File: config.mk
export PLATFORM = sky130hd
export DESIGN_NAME = alu_issue_ctrl
export DESIGN_NICKNAME = d
export VERILOG_FILES = /design/src/rtl/alu_issue_ctrl.sv
export SDC_FILE = /design/constraint.sdc
export NUM_CORES = 1
export LEC_CHECK = 0
export CAP_MARGIN = 20
export CORE_MARGIN = 5
export CORE_UTILIZATION = 45
export CTS_CLUSTER_DIAMETER = 200
export CTS_CLUSTER_SIZE = 30
export DETAILED_ROUTE_END_ITERATION = 10
export DONT_BUFFER_PORTS = 1
export PLACE_DENSITY = 0.73
export SLEW_MARGIN = 10
export SYNTH_ARGS = -nofsm -noshare
export SYNTH_HDL_FRONTEND = slang
export SYNTH_SLANG_ARGS = --single-unit
File: constraint.sdc
create_clock -name CLK -period 2.15 [get_ports CLK]
set_input_delay 0.1075 -clock CLK [delete_from_list [all_inputs] [get_ports CLK]]
set_output_delay 0.1075 -clock CLK [all_outputs]
set_load 0.03 [all_outputs]
File: src/rtl/alu_issue_ctrl.sv
// Issue/control front end for the RV32I integer ALU: accepts one OP/OP-IMM instruction,
// decodes it, fires the ALU for one cycle and hands the result out over a writeback handshake.
//
// state | meaning
// IDLE  | ready for an instruction; ALU idle
// DEC   | instruction and operands registered, decode/validate in progress
// EXEC  | single ALU cycle, result captured on exit
// WB    | result (or illegal flag) held until the consumer takes it
module alu_issue_ctrl #(
  parameter int CNT_W = 16
) (
  input  logic             CLK,
  input  logic             RST,
  input  logic             INSTR_VALID,
  output logic             INSTR_READY,
  input  logic [31:0]      INSTR,
  input  logic [31:0]      RS1_DATA,
  input  logic [31:0]      RS2_DATA,
  output logic [31:0]      ALU_IN0,
  output logic [31:0]      ALU_IN1,
  output logic [2:0]       ALU_FUNC3,
  output logic             ALU_SUB,
  output logic             ALU_EN,
  input  logic [31:0]      ALU_OUT,
  output logic             WB_VALID,
  input  logic             WB_READY,
  output logic [4:0]       WB_RD,
  output logic [31:0]      WB_DATA,
  output logic             ILLEGAL,
  output logic [CNT_W-1:0] RETIRED_CNT
);

  typedef enum logic [1:0] {
    IDLE = 2'd0,
    DEC  = 2'd1,
    EXEC = 2'd2,
    WB   = 2'd3
  } state_t;

  localparam logic [6:0] OPC_OP     = 7'b0110011;
  localparam logic [6:0] OPC_OP_IMM = 7'b0010011;
  localparam logic [6:0] F7_ZERO    = 7'b0000000;
  localparam logic [6:0] F7_ALT     = 7'b0100000;

  state_t state_q, state_d;

  // The rs1 index field is never needed; only the operand value is.
  logic [11:0] instr_hi_q;
  logic [14:0] instr_lo_q;
  logic [31:0] rs1_q, rs2_q;
  logic        unused_rs1_idx;

  logic [31:0]      alu_in0_q, alu_in1_q, wb_data_q;
  logic [2:0]       alu_func3_q;
  logic             alu_sub_q, illegal_q;
  logic [4:0]       wb_rd_q;
  logic [CNT_W-1:0] retired_q;

  logic [6:0]  opcode, funct7;
  logic [2:0]  funct3;
  logic        dec_legal, dec_sub;
  logic [31:0] dec_in1;

  assign unused_rs1_idx = ^INSTR[19:15];

  assign opcode = instr_lo_q[6:0];
  assign funct3 = instr_lo_q[14:12];
  assign funct7 = instr_hi_q[11:5];

  always_comb begin
    dec_legal = 1'b0;
    dec_sub   = 1'b0;
    dec_in1   = rs2_q;
    unique case (opcode)
      OPC_OP: begin
        dec_sub   = (funct7 == F7_ALT);
        dec_legal = (funct7 == F7_ZERO) ||
                    ((funct7 == F7_ALT) && ((funct3 == 3'b000) || (funct3 == 3'b101)));
      end
      OPC_OP_IMM: begin
        dec_in1 = {{20{instr_hi_q[11]}}, instr_hi_q};
        unique case (funct3)
          3'b001:  dec_legal = (funct7 == F7_ZERO);
          3'b101: begin
            dec_legal = (funct7 == F7_ZERO) || (funct7 == F7_ALT);
            dec_sub   = instr_hi_q[10];
          end
          default: dec_legal = 1'b1;
        endcase
      end
      default: dec_legal = 1'b0;
    endcase
  end

  always_comb begin
    state_d = state_q;
    unique case (state_q)
      IDLE: if (INSTR_VALID) state_d = DEC;
      DEC:  state_d = dec_legal ? EXEC : WB;
      EXEC: state_d = (wb_rd_q == 5'd0) ? IDLE : WB;
      WB:   if (WB_READY) state_d = IDLE;
      default: state_d = IDLE;
    endcase
  end

  always_ff @(posedge CLK) begin
    if (RST) begin
      state_q     <= IDLE;
      instr_hi_q  <= '0;
      instr_lo_q  <= '0;
      rs1_q       <= '0;
      rs2_q       <= '0;
      alu_in0_q   <= '0;
      alu_in1_q   <= '0;
      alu_func3_q <= '0;
      alu_sub_q   <= 1'b0;
      wb_rd_q     <= '0;
      wb_data_q   <= '0;
      illegal_q   <= 1'b0;
      retired_q   <= '0;
    end else begin
      state_q <= state_d;
      unique case (state_q)
        IDLE: begin
          if (INSTR_VALID) begin
            instr_hi_q <= INSTR[31:20];
            instr_lo_q <= INSTR[14:0];
            rs1_q      <= RS1_DATA;
            rs2_q      <= RS2_DATA;
          end
        end
        DEC: begin
          wb_rd_q   <= instr_lo_q[11:7];
          wb_data_q <= '0;
          illegal_q <= ~dec_legal;
          // ALU operands only change for legal work so they hold between operations.
          if (dec_legal) begin
            alu_in0_q   <= rs1_q;
            alu_in1_q   <= dec_in1;
            alu_func3_q <= funct3;
            alu_sub_q   <= dec_sub;
          end
        end
        EXEC: begin
          wb_data_q <= ALU_OUT;
          retired_q <= retired_q + CNT_W'(1);
        end
        default: ;
      endcase
    end
  end

  assign INSTR_READY = (state_q == IDLE) && !RST;
  assign ALU_EN      = (state_q == EXEC);
  assign WB_VALID    = (state_q == WB);
  assign ALU_IN0     = alu_in0_q;
  assign ALU_IN1     = alu_in1_q;
  assign ALU_FUNC3   = alu_func3_q;
  assign ALU_SUB     = alu_sub_q;
  assign WB_RD       = wb_rd_q;
  assign WB_DATA     = wb_data_q;
  assign ILLEGAL     = illegal_q;
  assign RETIRED_CNT = retired_q;

endmodule

==> results.cfg, run 1 <==
[outcome]
status = finished, final reports clean

[floorplanning]
core_um2 = 18100
initial_core_util = 0.459
ios = 257
die_h_um = 146
row_count = 49
dieArea_um2 = 21300
die_x_um = 146

[min_path]
hp-start = WB_READY
worstHoldPathType = in2reg
hold_depth = 4
hold_end = state_q[0]

[sta]
worst_pin_slew_ps = 641
hold_viol = 0
maxClockFrequency_mhz = 487
setup_viol_count_final = 0
slew_violations = 0
setup_slack_ps = 95.3
rsz0062_at_grt = false
period_share = 0.956
relSlewSlack = 0.573
setup_tns_ps = 0
fin_crit_ps = 2050
skew_ps = 30.3

[placed_design]
dp_hpwl_um = 15000
gp_congestion = 0.748
portBuffers = 0
dp_slack_ps = 15.6

[layout]
multi_input_area_um2 = 3660
final_layout_size_suffix_gt1_frac = 0.104
seqCellArea_um2 = 4310
fill_cells = 1564
area_growth_pct = 26.2
final_cell_mix = nand2_1, dfxtp_1, a21oi_1
antenna_cells = 0
final_common_cell = nand2_1
nNetsFinal = 1230

[drt]
first_iter_violations = 371
ant_nets = 0
drc = 0
avgRoutedWirePerCell_um = 18.8
vias = 7218
via_per_inst = 5.47
first_pass_iters = 5
routed_wl_um = 24800

[pwr]
powerDensity_nw_per_um2 = 755
clkPwrFrac = 0.284
leakagePower_nw = 4.10
pwr-share-comb = 0.161
p_switching_mw = 2.18
ir_drop_mv = 0.759
power.internal_mw = 5.73
power.share.switching = 0.276
power_frac_seq = 0.555

[critical_path]
r2r_cells = 8
crit_required_ps = 2520
r2r_start = state_q[0]
r2r-end = RETIRED_CNT[9]
r2r_setup_slack_ps = 100
start_kind = flip-flop
cp_max_fo = 5
critPathCaptureType = flip-flop
critPathArrivalTime_ps = 2420
critical_path_class = reg2reg

[synth]
synth_top_family_by_area = compound AO/OA/AOI/OAI gates
yosysWarnings = 0
synthMuxAreaShare = 0.0217
synth_compound_area_frac = 0.208
ys.flop_type = dfxtp_1
synth.largest_area_cell = dfxtp_1
synth_cell_types = 40
syn_nets = 1120
synth_xor_area_frac = 0.0137
avgSynthCellArea_um2 = 8.45
synth_adder_area_share = 0.00905
synthTopCellsByArea = dfxtp_1, a21oi_1, nand2_1, a31o_2, clkbuf_1
syn_area_um2 = 8300
synth_top_area_share = 0.519
synth_edf_count = 0
synth_simple_gate_area_share = 0.179
async_reset_ff_frac = 0
synth-seq-cells = 215
synth_cells = 982
ys_seq_area_frac = 0.519

[grt]
antenna_found_initial = 0
gr-usage-all-layers = 0.220
gr-total-overflow = 0
grt_max_degree = 107
grt_pass1_wl_um = 39000
first_global_vias = 7267

[clocking]
clk_pin_slew_worst_paths_ps = 110
numCtsBuffers = 11
clk_latency_ps = 460
cts_buffer_depth = 3
cts_tree = yes
root_buffer = clkbuf_16
cts_sinks = 215
h-tree-depth = 1

[flow_run]
maxCapViolCount = 0
-- cells by family after synthesis --
family	Yosys count
xor gates and xnor gates	13
buffers and inverters	91
muxes	18
AOI/OAI and AO/OA	291
adders and majority gates	6
DFF	215
and+or+nand+nor	348
-- per-stage QoR --
step	hold slack (ps)	utilization	cells	area (µm²)	total power, mW
CTS	15.2	0.572	1316	10300	7.90
global placement	191	0.476	1164	8620	5.36
floorplan	243	-	982	8300	5.13
detailed placement	192	0.476	1164	8620	5.38
global route	56.2	0.579	1320	10500	8.27
finish	34.8	0.579	1320	10500	7.90
-- worst max-delay path: stages (launching register included) --
cell and delay, ps:
dfxtp_2 370, inv_2 100, ha_2 200, and4_2 260
and2_4 170, nand4_1 100, xor2_1 160, nor2_1 60
dlygate4sd3_1 540
-- cell usage after synthesis, types with 6 or more instances --
cell type	count
nand2_1	227
dfxtp_1	215
a21oi_1	214
clkbuf_1	64
nor2_1	55
nor2b_1	37
a31o_2	35
a211oi_1	26
mux2i_1	18
xnor2_1	8
buf_6	7
inv_1	7
a211oi_2	6
ha_1	6
-- flip-flops by register name, indices dropped and copies added, names as in the netlist --
signal,count
rs1_q,32
rs2_q,32
ALU_IN0,32
ALU_FUNC3,3
RETIRED_CNT,16
WB_DATA,32
ILLEGAL,1
state_q,2
WB_RD,5
ALU_IN1,32
instr_hi_q,12
instr_lo_q,15
ALU_SUB,1
-- routing by layer --
layer,GRT usage,vias to the layer above,wire (µm)
met5,0,-,0
met3,0.0766,47,2450
li1,-,3524,-
met2,0.377,284,12000
met4,0.0632,0,772
met1,0.262,3363,9560
-- how the worst max path moves through the flow --
stage                   start         endpoint  slack, ps
2_1_floorplan      state_q[0]  RETIRED_CNT[15]         60
3_3_place_gp   instr_hi_q[11]          ALU_SUB         70
3_5_place_dp   instr_hi_q[11]          ALU_SUB         20
4_1_cts        instr_hi_q[11]          ALU_SUB         20
5_1_grt        instr_hi_q[11]          ALU_SUB          3
6_report           state_q[0]   RETIRED_CNT[9]        100
-- power by group through the flow --
stage,sequential [mW],clock [mW],combinational (mW)
2_1_floorplan,4.43,0,0.693
3_3_place_gp,4.46,0,0.894
3_5_place_dp,4.47,0,0.908
4_1_cts,4.38,2.30,1.21
5_1_grt,4.42,2.45,1.40
6_report,4.39,2.25,1.27
-- layout make-up --
class                      count  area share
sequential                   215       0.411
multi-input combinational    676       0.350
timing repair buffer         180       0.180
tap                          229      0.0274
clock buffer                  11      0.0263
clock inverter                 1     0.00287
inverter                       8     0.00287
-- timing repair --
action,4_1_cts,5_1_grt
buffers inserted,0,2
hold buffers,140,0
endpoints found under the setup margin,0,112
gates resized for setup,0,19
endpoints found under the hold margin,179,0
Power figures use the tool's default switching activity.
==> inputs of run 2 (changes only) <==
--- a/config.mk
+++ b/config.mk
@@ -8,12 +8,13 @@
 export CAP_MARGIN = 20
 export CORE_MARGIN = 5
 export CORE_UTILIZATION = 45
+export CTS_BUF_LIST = sky130_fd_sc_hd__clkbuf_4
 export CTS_CLUSTER_DIAMETER = 200
 export CTS_CLUSTER_SIZE = 30
 export DETAILED_ROUTE_END_ITERATION = 10
 export DONT_BUFFER_PORTS = 1
 export PLACE_DENSITY = 0.73
-export SLEW_MARGIN = 10
+export SLEW_MARGIN = 20
 export SYNTH_ARGS = -nofsm -noshare
 export SYNTH_HDL_FRONTEND = slang
 export SYNTH_SLANG_ARGS = --single-unit
==> results.cfg, run 2 (synthesized netlist as in run 1, its figures left out) <==
[placed_design]
gp_congestion = 0.748
dpl.cell_count = 1164
dp_hpwl_um = 15000
dpl_cell_area_um2 = 8620
portBuffers = 0
dp_slack_ps = 15.6

[sta]
rsz0062_at_grt = true
period_share = 0.963
fin_crit_ps = 2070
slew_violations = 0
maxClockFrequency_mhz = 483
relSlewSlack = 0.541
hold_viol = 0
hold_slack_ps = 44.7
setup_tns_ps = 0
skew_ps = 85.2
setup_slack_ps = 79.0
worst_pin_slew_ps = 686
setup_viol_count_final = 0

[grt]
gr-total-overflow = 0
first_global_vias = 6565
grt_max_degree = 182
met1_usage = 0.245
top_usage_layer = met2
antenna_found_initial = 1
use_met2 = 0.331
gr-usage-all-layers = 0.202
met3_usage = 0.0810
grt_pass1_wl_um = 35900

[clocking]
clk_latency_ps = 640
clk_pin_slew_worst_paths_ps = 290
cts_sinks = 215
h-tree-depth = 1
cts_buffer_depth = 3
root_buffer = clkbuf_4
cts_tree = yes
numCtsBuffers = 11

[min_path]
worstHoldPathType = in2reg
hold_end = instr_hi_q[8]
hp-start = RST
hold_depth = 2

[layout]
fin_area_um2 = 10300
fill_cells = 1576
final_layout_size_suffix_gt1_frac = 0.103
fin_cells = 1326
final_common_cell = nand2_1
multi_input_area_um2 = 3640
nNetsFinal = 1235
area_growth_pct = 24.3
post-route-util = 0.570
final_cell_mix = nand2_1, a21oi_1, dfxtp_1
seqCellArea_um2 = 4310

[floorplanning]
row_count = 49
dieArea_um2 = 21300
ios = 257
initial_core_util = 0.459
die_x_um = 146
core_um2 = 18100
die_h_um = 146

[critical_path]
critPathMaxStageDelay_ps = 550
crit_buf_inv = 3
worstPathCellList = inv_1, ha_4, and2_4, buf_12, nand2_1, a21oi_1, dlygate4sd3_1
r2r_start = state_q[1]
start_kind = flip-flop
critPathSlowestCell = dlygate4sd3_1
critical_path_class = reg2reg
critPathArrivalTime_ps = 2590
r2r-end = rs2_q[6]
cp_max_fo = 42
r2r_cells = 7
crit_family = buffers and inverters
crit_cells = 7
critPathCaptureType = flip-flop
r2r_setup_slack_ps = 80
crit_required_ps = 2670

[pwr]
leakagePower_nw = 4.02
ir_drop_mv = 0.597
power_mw = 7.16
powerDensity_nw_per_um2 = 694

[flow_run]
maxCapViolCount = 0

[drt]
avgRoutedWirePerCell_um = 18.9
via_per_inst = 5.47
vias = 7250
first_pass_iters = 5
first_iter_violations = 331
drc = 0
ant_nets = 0
routed_wl_um = 25000

[outcome]
status = finished, final reports clean
[run 2: cell count changes in the layout (fill, tap and decap cells not counted), moves of 2 or more]
cell	before	now
buf_6	4	1
a211oi_2	10	7
clkbuf_16	12	1
clkbuf_4	0	11
buf_4	24	27
dlygate4sd3_1	139	144
dfxtp_1	214	212
a211oi_1	22	25
[run 2: how the worst max path moves through the flow]
stage / from / end / slack, ps
final: state_q[1] / rs2_q[6] / 80
after global routing: state_q[1] / rs2_q[6] / -30
after CTS: state_q[0] / rs1_q[7] / 20
after detailed placement: instr_hi_q[11] / ALU_SUB / 20
after global placement: instr_hi_q[11] / ALU_SUB / 70
after floorplan: state_q[0] / RETIRED_CNT[15] / 60
[run 2: final cells by class]
class | count | area share
clock buffer | 11 | 0.00801
clock inverter | 1 | 0.00291
antenna | 1 | 0.000243
inverter | 8 | 0.00291
timing repair buffer | 185 | 0.187
sequential | 215 | 0.418
multi-input combinational | 676 | 0.353
tap | 229 | 0.0278
[run 2: report_power, final]
part	switching, mW	leakage (nW)	internal (mW)
combinational	0.705	2.21	0.577
sequential	0.193	1.75	4.21
clock	1.21	0.0620	0.268
total	2.10	4.02	5.06
[run 2: timing repair]
action	in CTS	in global routing
hold buffers	44	102
endpoints found under the setup margin	0	36
resized for setup	0	15
buffers inserted	0	2
endpoints found under the hold margin	194	141
[run 2: layer usage]
metal  routed length, µm  share of wire  up-vias
li1                    -              -     3533
met1                9710           0.39     3410
met2               12300           0.49      272
met3                2480          0.099       35
met4                 558          0.022        0
met5                   0              0        -
